## src/rtl/output_buffer_unit.sv

```systemverilog
// output_buffer_unit: buffered terminal output unit for the ASIP16 CU.
// Values arrive over a four-phase out_req/out_ack handshake, are queued in a
// DEPTH-entry FIFO with their display format, and are drained one at a time
// by a print FSM that pulses disp_valid for each printed entry.
// Optional macro OUT_FLUSH_EN adds a synchronous active-high flush input.
module output_buffer_unit #(
  parameter int unsigned DW    = 16,
  parameter int unsigned DEPTH = 4,
  parameter int unsigned GAP   = 0
) (
  input  logic                       clk,
  input  logic                       rst_b,
`ifdef OUT_FLUSH_EN
  input  logic                       flush,
`endif
  input  logic                       out_req,
  input  logic [DW-1:0]              out_data,
  input  logic [1:0]                 out_fmt,
  output logic                       out_ack,
  output logic                       full,
  output logic                       busy,
  output logic [$clog2(DEPTH+1)-1:0] count,
  output logic                       disp_valid,
  output logic [DW-1:0]              disp_data,
  output logic [1:0]                 disp_fmt
);

  localparam int unsigned PW = $clog2(DEPTH);
  localparam int unsigned CW = $clog2(DEPTH+1);

  typedef enum logic {A_IDLE, A_ACK} a_state_t;
  typedef enum logic [1:0] {D_IDLE, D_EMIT, D_GAP} d_state_t;

  a_state_t       a_state, a_next;
  d_state_t       d_state, d_next;
  logic [DW+1:0]  mem [DEPTH];
  logic [PW-1:0]  wr_ptr, rd_ptr;
  logic [CW-1:0]  cnt, cnt_next;
  logic           full_r;
  logic           push, pop, flush_i;
  logic [7:0]     gap_cnt, gap_next;
  logic [DW-1:0]  hold_data;
  logic [1:0]     hold_fmt;

`ifdef OUT_FLUSH_EN
  assign flush_i = flush;
`else
  assign flush_i = 1'b0;
`endif

  // Accept FSM: one push per handshake; a flushed push is still acknowledged
  always_comb begin
    a_next = a_state;
    push   = 1'b0;
    case (a_state)
      A_IDLE: if (out_req && !full_r) begin
        push   = !flush_i;
        a_next = A_ACK;
      end
      A_ACK:  if (!out_req) a_next = A_IDLE;
      default: a_next = A_IDLE;
    endcase
  end

  // Drain FSM: pop head, emit for one cycle, then optionally idle GAP cycles
  always_comb begin
    d_next   = d_state;
    pop      = 1'b0;
    gap_next = gap_cnt;
    case (d_state)
      D_IDLE: if (cnt != '0 && !flush_i) begin
        pop    = 1'b1;
        d_next = D_EMIT;
      end
      D_EMIT: begin
        if (GAP == 0) begin
          d_next = D_IDLE;
        end else begin
          gap_next = 8'(GAP - 1);
          d_next   = D_GAP;
        end
      end
      D_GAP: begin
        if (gap_cnt == '0) d_next = D_IDLE;
        else               gap_next = gap_cnt - 8'd1;
      end
      default: d_next = D_IDLE;
    endcase
  end

  // Occupancy after this cycle's push/pop
  always_comb begin
    cnt_next = cnt;
    if (push && !pop)      cnt_next = cnt + CW'(1);
    else if (pop && !push) cnt_next = cnt - CW'(1);
  end

  // State registers for both FSMs and the gap counter
  always_ff @(posedge clk or negedge rst_b) begin
    if (!rst_b) begin
      a_state <= A_IDLE;
      d_state <= D_IDLE;
      gap_cnt <= '0;
    end else begin
      a_state <= a_next;
      d_state <= d_next;
      gap_cnt <= gap_next;
    end
  end

  // FIFO pointers, occupancy and registered full flag
  always_ff @(posedge clk or negedge rst_b) begin
    if (!rst_b) begin
      wr_ptr <= '0;
      rd_ptr <= '0;
      cnt    <= '0;
      full_r <= 1'b0;
    end else if (flush_i) begin
      wr_ptr <= '0;
      rd_ptr <= '0;
      cnt    <= '0;
      full_r <= 1'b0;
    end else begin
      if (push) wr_ptr <= wr_ptr + PW'(1);
      if (pop)  rd_ptr <= rd_ptr + PW'(1);
      cnt    <= cnt_next;
      full_r <= (cnt_next == CW'(DEPTH));
    end
  end

  // FIFO storage, written on accepted pushes only
  always_ff @(posedge clk) begin
    if (push) mem[wr_ptr] <= {out_fmt, out_data};
  end

  // Holding register doubles as the displayed value; it changes only on pop,
  // which coincides with entry into D_EMIT
  always_ff @(posedge clk or negedge rst_b) begin
    if (!rst_b) begin
      hold_data <= '0;
      hold_fmt  <= '0;
    end else if (pop) begin
      {hold_fmt, hold_data} <= mem[rd_ptr];
    end
  end

`ifndef SYNTHESIS
  // Simulation print of the entry being emitted
  always_ff @(posedge clk) begin
    if (rst_b && d_state == D_EMIT) begin
      case (hold_fmt)
        2'b00:   $display("[OUTPUT_UNIT] OUT> %0d", hold_data);
        2'b01:   $display("[OUTPUT_UNIT] OUT> 0x%h", hold_data);
        2'b10:   $display("[OUTPUT_UNIT] OUT> 0b%b", hold_data);
        default: $display("[OUTPUT_UNIT] OUT> %0d", $signed(hold_data));
      endcase
    end
  end
`endif

  assign out_ack    = (a_state == A_ACK);
  assign full       = full_r;
  assign count      = cnt;
  assign busy       = (cnt != '0) || (d_state != D_IDLE);
  assign disp_valid = (d_state == D_EMIT);
  assign disp_data  = hold_data;
  assign disp_fmt   = hold_fmt;

endmodule

```

## config.mk

```make
export PLATFORM = sky130hd
export DESIGN_NAME = output_buffer_unit
export DESIGN_NICKNAME = d
export VERILOG_FILES = /design/src/rtl/output_buffer_unit.sv
export SDC_FILE = /design/constraint.sdc
export NUM_CORES = 1
export LEC_CHECK = 0
export CAP_MARGIN = 30
export CELL_PAD_IN_SITES_DETAIL_PLACEMENT = 1
export CELL_PAD_IN_SITES_GLOBAL_PLACEMENT = 1
export CORE_MARGIN = 4
export CORE_UTILIZATION = 35
export DETAILED_ROUTE_END_ITERATION = 6
export PLACE_DENSITY_LB_ADDON = 0.1
export SETUP_SLACK_MARGIN = 0.15
export SLEW_MARGIN = 30
export SYNTH_ARGS = -nofsm -noshare
export SYNTH_HDL_FRONTEND = slang
export SYNTH_SLANG_ARGS = --single-unit
export TNS_END_PERCENT = 30
```

## constraint.sdc

```tcl
create_clock -name clk -period 2 [get_ports clk]
set_clock_uncertainty 0.15 [all_clocks]
set_input_delay 0.2 -clock clk [delete_from_list [all_inputs] [get_ports clk]]
set_output_delay 0.2 -clock clk [all_outputs]
set_load 0.03 [all_outputs]
```

Word level (Yosys, flattened, before mapping) --
Memory sizes are Yosys's and may differ from the RTL's. A register that Yosys moved wholly into a read port is not among the register bits. Cells that the tools add are included.
Storage, ports and cells: register bits after elaboration 19, memory bits (writable) 72, bits of input ports 21, output and inout bits 25, word-level logic and storage cells 47, memories kept 1
Memory list:
- mem | depth 4, bits a word 18, rd ports 1, clocked after memory_dff 1, write ports 1, line 36 | logic [DW+1:0] mem [DEPTH];
Cells by class: add/subtract/negate cells 5, eq/ne operators 5, multiplexer cells 13, bitwise logic cells 2, reduce and logical (&&, ||, !) cells 14
Operators with widths (number):
- zero test 8 bit | 1
- subtractor 8 x 1 -> 8 bit, second input constant | 1
- 2-to-1 mux 1 bit | 7
- 2-to-1 mux 3 bit | 2
- adder 2 x 1 -> 2 bit, second input constant | 2
- zero test 1 bit | 4
- 2-to-1 mux 2 bit | 2
- inequality test 2 bit, second input constant | 2
- case mux 2 bit (2 select lines) | 1
- AND reduction 2 bit | 2
- adder 3 x 1 -> 3 bit, second input constant | 1
- == test 3 bit, second input constant | 1
- logical AND 1 bit | 3
- nonzero test 3 bit | 1
- subtractor 3 x 1 -> 3 bit, second input constant | 1
- == test 2 x 1 -> 1 bit, second input constant | 1
- == test 2 bit, second input constant | 1
- zero test 2 bit | 1
- NOT 1 bit | 2
- case mux 1 bit (2 select lines) | 1
- nonzero test 2 bit | 1
- logical OR 1 bit | 1

Logic depth before layout (Yosys ltp) --
Gate-level depths: netlist (run 1).
word-level depth 9, depth in mapped cells 8, gate-level depth less buffers 7

Worst setup path after synthesis (run 1) --
Ideal clock, no wire load.
kind register -> register, from register cnt[0] (netlist: count[0]), to register hold_data[0] (netlist: disp_data[0]), read port of mem, arrival 1852 ps, path slack -127 ps, cell stages (with the launch flop) 8, path buffers 1, cells stage by stage dfrtp_1 -> inv_1 -> ha_1 -> nor2b_1 -> or2_1 -> inv_2 -> buf_2 -> mux2_2
Between the ends: longest elaborated chain between the ends 3
RTL lines:
- start, declared | line 38 | logic [CW-1:0] cnt, cnt_next;
- start signal, assigned | line 126 | cnt <= cnt_next;
- nonzero test 3 bit | line 71 | D_IDLE: if (cnt != '0 && !flush_i) begin
- 2-to-1 mux 1 bit | line 71
- 2-to-1 mux 1 bit | line 70 | case (d_state)
- end, declared | line 42 | logic [DW-1:0] hold_data;
Every way passes these cells. A chain may end at the register's enable or synchronous reset.

Worst setup path after layout (run 1) --
from register cnt[1] (netlist: count[1]), to register hold_fmt[1] (netlist: disp_fmt[1]), read port of mem
Between the ends: longest elaborated chain between the ends 3
RTL lines:
- nonzero test 3 bit | line 71
- 2-to-1 mux 1 bit | line 71
- 2-to-1 mux 1 bit | line 70
- end, declared | line 43 | logic [1:0] hold_fmt;
Every way passes these cells.

==> tab_implementation.tex, run 1 <==
\begin{tabular}{lr}
\hline
Metric & Value \\
\hline
\multicolumn{2}{l}{\textbf{Routing}} \\
\quad Number of vias per cell & about 4.8 \\
\quad Detail Route Antenna Nets & 0 \\
\quad Iteration-0 DRC count of the detailed router & 78 \\
\quad Routed wire length & 7802 µm \\
\quad Detailed-router iteration count before antenna repair & 4 \\
\quad Vias post-DR & 1,879 \\
\quad Average wire length per cell after detail routing & around 20 µm \\
\quad \# DRC & 0 \\
\multicolumn{2}{l}{\textbf{Setup path}} \\
\quad Crit Path Max Fanout & 10 \\
\quad Cell with the largest stage delay on the worst path & dfrtp\_2 \\
\quad Capturing element type of the critical path & register \\
\quad Longest individual stage delay on the worst path & roughly 430 ps \\
\quad WP data arrival & 1990 ps \\
\quad Cells along the critical path & inv\_2 -> ha\_4 -> nor2b\_4 -> or2\_4 -> inv\_6 -> clkbuf\_16 -> mux2\_4 \\
\quad Buffer and inverter count on the worst path & 3 \\
\quad Critical path class & reg2reg \\
\quad Critical path startpoint category & register \\
\quad Required @ worst endpoint & around 2100 ps \\
\quad Gate family responsible for the most delay along the worst path & flip-flops \\
\multicolumn{2}{l}{\textbf{GRT}} \\
\quad Maximum number of pins on one net before global-route repair & 29 \\
\quad GR Layer Usage met3 & 0.02857 \\
\quad Remaining global-route overflow & 0 \\
\quad Global-route usage over all layers & 0.1294 \\
\quad First-pass GRT wire length & 12,360 µm \\
\quad Number of global-route vias before repair & 2,131 \\
\quad M2 GR Usage & 0.2054 \\
\quad Met1 usage & 0.1755 \\
\quad GR peak layer & met2 \\
\quad Antenna violations before repair & 0 \\
\multicolumn{2}{l}{\textbf{Die}} \\
\quad Core Region & 0.01046 mm² \\
\quad Initial cell density of the core & 0.3653 \\
\quad Core Rows & 37 \\
\quad Die boundary width & approximately 110 µm \\
\quad Boundary Pins & between 40 and 50 \\
\quad Overall die area & between 0.01 and 0.015 mm² \\
\quad Chip Height & 112.5 µm \\
\multicolumn{2}{l}{\textbf{Clocking}} \\
\quad Worst-case clock buffer depth & 2 \\
\quad CTS H-tree depth & 3 \\
\quad Clock transition at path regs & 100 ps \\
\quad CTS tree & yes \\
\quad Post-CTS Hold Buffers & 0 \\
\quad Inserted Clock Buffers & 9 \\
\quad Clock sinks & 100 \\
\quad Source-to-sink clock delay at the later pin of the worst-skew pair & 350 ps \\
\quad Clock tree root driver cell & clkbuf\_8 \\
\multicolumn{2}{l}{\textbf{Place}} \\
\quad Buffers added on ports & between 40 and 50 \\
\quad Post-Place Cell Area & approximately 0.0047 mm² \\
\quad Placed insts & around 370 \\
\quad Final weighted congestion in routability-driven placement & roughly 0.68 \\
\quad Total half-perimeter wirelength after legalization and detailed placement & about 4800 µm \\
\multicolumn{2}{l}{\textbf{Finish}} \\
\quad Growth of design area from synthesis to finish & 29.72\% \\
\quad Sequential standard cell area & approximately 0.0029 mm² \\
\quad Non-filler cells, final & between 300 and 400 \\
\quad Fillers & approximately 1,000 \\
\quad Most common cell after layout, fill and taps aside & edfxtp\_1 \\
\quad Post-layout nets & between 200 and 300 \\
\quad Total non-filler cell area in the finished layout & 0.004959 mm² \\
\quad Commonest cells after routing, fill and taps aside & edfxtp\_1 (72), clkdlybuf4s50\_1 (42), dfrtp\_1 (26) \\
\quad Antenna cells & 0 \\
\quad Area of the multi-input gates & 0.001021 mm² \\
\quad Fraction of final layout cells sized beyond drive strength 1 & 0.3529 \\
\multicolumn{2}{l}{\textbf{Synthesis}} \\
\quad Number of nets in the synthesized netlist & 210 \\
\quad Post-synth top area cell & edfxtp\_1 \\
\quad Leading cell types by total area after synthesis & edfxtp\_1 (57\%), dfrtp\_1 (18\%), mux4\_2 (11\%), mux2\_2 (3.2\%), ha\_1 (2.3\%) \\
\quad Number of distinct library cell variants in the gate-level netlist after synthesis & 26 \\
\quad Seq/Total Area, Yosys & 0.7489 \\
\quad YS warnings & 0 \\
\quad Number of instances in the synthesized netlist & $\sim$180 \\
\quad Area share of the largest cell type after synthesis & 0.5656 \\
\quad Total standard cell area after synthesis & $\sim$0.0038 mm² \\
\quad Mean instance size in the synthesized netlist & around 21 µm² \\
\quad Yosys reg bits & 100 \\
\multicolumn{2}{l}{\textbf{Timing}} \\
\quad Final count of pins violating max slew & 0 \\
\quad Final critical-path required period & $\sim$1900 ps \\
\quad Final-layout setup total negative slack & 0 ps \\
\quad Ratio of final minimum period to clock period & 0.9471 \\
\quad Normalized max-slew margin & 0.7269 \\
\quad Unrepaired setup endpoints after global routing & true \\
\quad Transition at the pin with the smallest max-transition slack & 409.7 ps \\
\quad Number of failing hold endpoints at the final stage & 0 \\
\quad Setup Viol. Count Final & 0 \\
\quad Maximum clock rate & about 530 MHz \\
\multicolumn{2}{l}{\textbf{Outcome}} \\
\quad Result of the run & finished clean \\
\multicolumn{2}{l}{\textbf{Min path}} \\
\quad Type of the tightest min-delay check & in2async \\
\multicolumn{2}{l}{\textbf{Pwr}} \\
\quad P per Cell Area & roughly 1600 mW/mm² \\
\quad Max IR drop VDD & slightly above 0.6 mV \\
\quad P\_leak & $\sim$1.8 nW \\
\multicolumn{2}{l}{\textbf{Job}} \\
\quad Max Cap Violations & 0 \\
\hline
\end{tabular}
final timing paths:
path	startpoint	end	slack, ps	cells after the start
max reg2reg	count[1]	disp_fmt[1]	110	7
min in group clk	out_req	out_ack	300	2
min	rst_b	disp_fmt[0]	90	2
max in group asynchronous	rst_b	count[0]	1270	2
min reg2reg	disp_data[0]	disp_data[0]	370	1
max	count[1]	disp_fmt[1]	110	7
cells by family after synthesis:
group | after synthesis | share of synthesized area
compound gates | 7 | 0.01375
xor+xnor | 4 | 0.01113
fa+ha+maj | 7 | 0.02291
buf+inv | 12 | 0.01375
flops | 100 | 0.7489
mux | 36 | 0.1591
simple gates | 16 | 0.03044
power breakdown:
group,internal [mW],switching (mW)
registers,2.70,0.275
clock network,0.472,0.723
logic,1.92,1.63
total,5.09,2.63
layout make-up:
class                           instances  area share
Multi-Input combinational cell         70      0.2059
Tap cell                              136     0.03432
Clock inverter                          7     0.01186
Clock buffer                            9     0.02498
Sequential cell                       100      0.5778
Inverter                                6    0.005551
Timing Repair Buffer                   63      0.1395
worst reg2reg max path, delay by kind of cell (launching register included):
family                     cells  cell delay, ps
buffers and inverters          3             340
and+or+nand+nor                2             410
muxes                          1             310
DFF                            1             430
adders and majority gates      1             150
stage by stage:
stage	hold slack, ps	setup slack, ps	total power [mW]	utilization
floorplan	-245.6	122.5	5.184	-
global placement	344.3	122.5	6.179	0.4450
detailed placement	346.0	4.771	6.289	0.4450
CTS	109.6	69.19	7.563	0.4632
global route	126.0	61.25	8.172	0.4739
finish	94.73	105.7	7.718	0.4739
registers in the layout, indices dropped and copies added, names as in the netlist:
signal,flops
count,3
d_state,1
disp_data,16
disp_fmt,2
full,1
mem,72
out_ack,1
rd_ptr,2
wr_ptr,2
metal layers:
layer,vias to the layer above,share of wire,wire (µm)
met2,38,0.51,3953
met5,-,0,0
met4,0,0.013,101
li1,846,-,-
met1,987,0.45,3494
met3,8,0.032,252
cell usage after synthesis:
cell / n
a22oi_2: 1
nor2_1: 2
mux4_2: 18
o21ai_0: 3
nor3_1: 1
inv_1: 5
edfxtp_1: 72
ha_1: 7
and2_2: 4
o32ai_1: 1
buf_2: 6
a21boi_0: 1
xnor2_2: 1
nor3_2: 1
o21a_2: 1
nand2b_1: 2
nor2b_1: 1
inv_2: 1
or2_1: 1
mux2_2: 11
xnor2_1: 3
nor3b_4: 1
dfrtp_1: 28
nand2_1: 2
mux2_1: 7
nor3b_2: 1
what timing repair did:
item | 4_1_cts | 5_1_grt
pin swaps | 0 | 7
resized for setup | 8 | 6
setup endpoints to repair | 25 | 26
buffers inserted | 0 | 5
gates cloned | 0 | 2
Power figures use the tool's default switching activity.
==> run 2, diff against run 1 <==
==> constraint.sdc (replaced) <==
create_clock -name clk -period 1.7 [get_ports clk]
set_clock_uncertainty 0.15 [all_clocks]
set_input_delay 0.17 -clock clk [delete_from_list [all_inputs] [get_ports clk]]
set_output_delay 0.17 -clock clk [all_outputs]
set_load 0.03 [all_outputs]
==> tab_implementation.tex, run 2 (synthesized netlist as in run 1, its figures left out) <==
\begin{tabular}{lr}
\hline
Metric & Value \\
\hline
\multicolumn{2}{l}{\textbf{Setup path}} \\
\quad Critical path class & reg2reg (unchanged) \\
\quad Critical path startpoint category & register (unchanged) \\
\quad Capturing element type of the critical path & register (unchanged) \\
\quad WP data arrival & 1890 ps (was 1990 ps) \\
\quad Required @ worst endpoint & 1800 ps (was 2100 ps) \\
\quad Crit Path Max Fanout & 5 (was 10) \\
\multicolumn{2}{l}{\textbf{Finish}} \\
\quad Growth of design area from synthesis to finish & 34.63\% (was 29.72\%) \\
\quad Total non-filler cell area in the finished layout & 0.005146 mm² (was 0.004959 mm²) \\
\quad Non-filler cells, final & 408 (was 391) \\
\quad Fillers & 982 (was 1,002) \\
\quad Fraction of final layout cells sized beyond drive strength 1 & 0.4191 (was 0.3529) \\
\quad Post-layout util & 0.4919 (was 0.4739) \\
\quad Commonest cells after routing, fill and taps aside & edfxtp\_1 (72), dfrtp\_1 (24), clkdlybuf4s50\_1 (20) (was edfxtp\_1 (72), clkdlybuf4s50\_1 (42), dfrtp\_1 (26)) \\
\quad Top reg by flops & mem (unchanged) \\
\quad Antenna cells & 0 (unchanged) \\
\quad Flip-flop count of the largest register after layout & 72 (unchanged) \\
\quad Most common cell after layout, fill and taps aside & edfxtp\_1 (unchanged) \\
\quad Post-layout nets & 295 (was 278) \\
\multicolumn{2}{l}{\textbf{Place}} \\
\quad Buffers added on ports & 45 (unchanged) \\
\quad Total half-perimeter wirelength after legalization and detailed placement & 4937 µm (was 4827 µm) \\
\quad Placed insts & 384 (was 368) \\
\quad Final weighted congestion in routability-driven placement & 0.6733 (was 0.6753) \\
\quad Setup slack at placement & -172.6 ps (was 4.771 ps) \\
\quad Post-Place Cell Area & 0.004825 mm² (was 0.004656 mm²) \\
\multicolumn{2}{l}{\textbf{Outcome}} \\
\quad Violated checks & setup timing \\
\quad Result of the run & complete, but fails checks (was finished clean) \\
\multicolumn{2}{l}{\textbf{Clocking}} \\
\quad Post-CTS Hold Buffers & 0 (unchanged) \\
\quad CTS H-tree depth & 3 (unchanged) \\
\quad Worst-case clock buffer depth & 2 (unchanged) \\
\quad Source-to-sink clock delay at the later pin of the worst-skew pair & 350 ps (about the same) \\
\quad Inserted Clock Buffers & 9 (unchanged) \\
\quad Clock transition at path regs & 100 ps (about the same) \\
\quad Clock sinks & 100 (unchanged) \\
\quad Clock tree root driver cell & clkbuf\_8 (unchanged) \\
\quad CTS tree & yes (unchanged) \\
\multicolumn{2}{l}{\textbf{Die}} \\
\quad Core Region & 0.01046 mm² (unchanged) \\
\quad Die boundary width & 112.5 µm (unchanged) \\
\quad Overall die area & 0.01266 mm² (unchanged) \\
\quad Chip Height & 112.5 µm (unchanged) \\
\quad Initial cell density of the core & 0.3653 (unchanged) \\
\quad Boundary Pins & 46 (unchanged) \\
\quad Core Rows & 37 (unchanged) \\
\multicolumn{2}{l}{\textbf{Timing}} \\
\quad Final count of pins violating max slew & 0 (unchanged) \\
\quad Hold Worst Slack & 61.99 ps (was 94.73 ps) \\
\quad Maximum clock rate & 558.2 MHz (was 527.9 MHz) \\
\quad Transition at the pin with the smallest max-transition slack & 413.5 ps (was 409.7 ps) \\
\quad Unrepaired setup endpoints after global routing & true (unchanged) \\
\quad Number of failing hold endpoints at the final stage & 0 (unchanged) \\
\quad Final-layout setup total negative slack & -1493 ps (was 0 ps) \\
\quad Normalized max-slew margin & 0.7243 (was 0.7269) \\
\quad Final critical-path required period & 1791 ps (was 1894 ps) \\
\quad Ratio of final minimum period to clock period & 1.054 (was 0.9471) \\
\quad Post-layout worst setup margin & -91.43 ps (was 105.7 ps) \\
\quad Setup Viol. Count Final & 20 (was 0) \\
\multicolumn{2}{l}{\textbf{Pwr}} \\
\quad Internal power & 6.138 mW (was 5.087 mW) \\
\quad Max IR drop VDD & 0.7517 mV (was 0.6171 mV) \\
\quad Sw Ratio & 0.3307 (was 0.3409) \\
\quad P per Cell Area & 1782 mW/mm² (was 1557 mW/mm²) \\
\quad Net switching component of the power & 3.033 mW (was 2.631 mW) \\
\quad Power, Total & 9.171 mW (was 7.718 mW) \\
\quad Power share of the clock group & 0.148 (was 0.155) \\
\quad Relative contribution of sequential cells to total power & 0.374 (was 0.385) \\
\quad Comb power frac & 0.478 (was 0.460) \\
\quad P\_leak & 1.942 nW (was 1.801 nW) \\
\multicolumn{2}{l}{\textbf{Job}} \\
\quad Max Cap Violations & 0 (unchanged) \\
\multicolumn{2}{l}{\textbf{Routing}} \\
\quad Number of vias per cell & 4.706 (was 4.806) \\
\quad \# DRC & 0 (unchanged) \\
\quad Detail Route Antenna Nets & 0 (unchanged) \\
\quad Average wire length per cell after detail routing & 18.11 µm (was 19.95 µm) \\
\quad Detailed-router iteration count before antenna repair & 4 (unchanged) \\
\quad Iteration-0 DRC count of the detailed router & 105 (was 78) \\
\quad Vias post-DR & 1,920 (was 1,879) \\
\quad Routed wire length & 7388 µm (was 7802 µm) \\
\multicolumn{2}{l}{\textbf{GRT}} \\
\quad Remaining global-route overflow & 0 (unchanged) \\
\quad First-pass GRT wire length & 11,650 µm (was 12,360 µm) \\
\quad Global-route usage over all layers & 0.1219 (was 0.1294) \\
\quad Antenna violations before repair & 0 (unchanged) \\
\quad Number of global-route vias before repair & 2,100 (was 2,131) \\
\quad Maximum number of pins on one net before global-route repair & 29 (unchanged) \\
\multicolumn{2}{l}{\textbf{Min path}} \\
\quad Type of the tightest min-delay check & in2async (unchanged) \\
\hline
\end{tabular}
[run 2: changes by cell type in the layout (fill, tap and decap cells not counted), moves of 3 or more]
cell             change
and2_4               +4
buf_12               +3
and2_2               -4
dlygate4sd2_1       +18
buf_6                +8
buf_4                +4
clkdlybuf4s50_1     -22
buf_8                +4
[run 2: per-layer routing]
| layer | wire (µm) | up-vias | part of all wire | track usage |
|---|---|---|---|---|
| met5 | 0 | - | 0 | 0 |
| met4 | 57 | 0 | 0.0077 | 0.02885 |
| met3 | 268 | 5 | 0.036 | 0.03774 |
| met2 | 3728 | 41 | 0.50 | 0.1983 |
| met1 | 3333 | 993 | 0.45 | 0.1612 |
| li1 | - | 881 | - | - |
[run 2: power groups by stage]
stage / clock network (mW) / registers [mW] / logic (mW)
global route: 1.52 / 3.50 / 4.68
CTS: 1.42 / 3.45 / 4.34
detailed placement: 0 / 3.51 / 4.23
floorplan: 0 / 4.01 / 2.13
finish: 1.36 / 3.43 / 4.38
global placement: 0 / 3.49 / 4.23
[run 2: worst max-delay path, stage by stage (launching register included)]
cell and delay, ps:
dfrtp_2 370, inv_2 50, ha_4 140, nor2b_4 130, or2_4 280, inv_8 110, clkbuf_16 160, mux2_4 290
[run 2: worst paths after layout]
path	startpoint	end	cells after the start	slack, ps
min reg2reg	full	out_ack	1	350
max	count[0]	disp_data[6]	7	-90
max reg2reg	count[0]	disp_data[6]	7	-90
max in group asynchronous	rst_b	count[0]	2	1000
min in group clk	out_req	out_ack	2	230
min	rst_b	disp_data[7]	2	60
[run 2: area by class of cell]
cell class,count,area [µm²],area share
clock inverters,5,37.54,0.007294
flip-flops and latches,100,2868,0.5573
clock buffers,11,141.4,0.02747
well taps,136,170.2,0.03307
multi-input cells,70,1020,0.1982
inverters,6,30.03,0.005835
repair buffers,80,879.6,0.1709
[run 2: timing repair]
item	4_1_cts	5_1_grt
endpoints found under the setup margin	117	100
gates cloned	1	1
gates resized for setup	55	10
pin swaps	5	2
buffers inserted	3	3
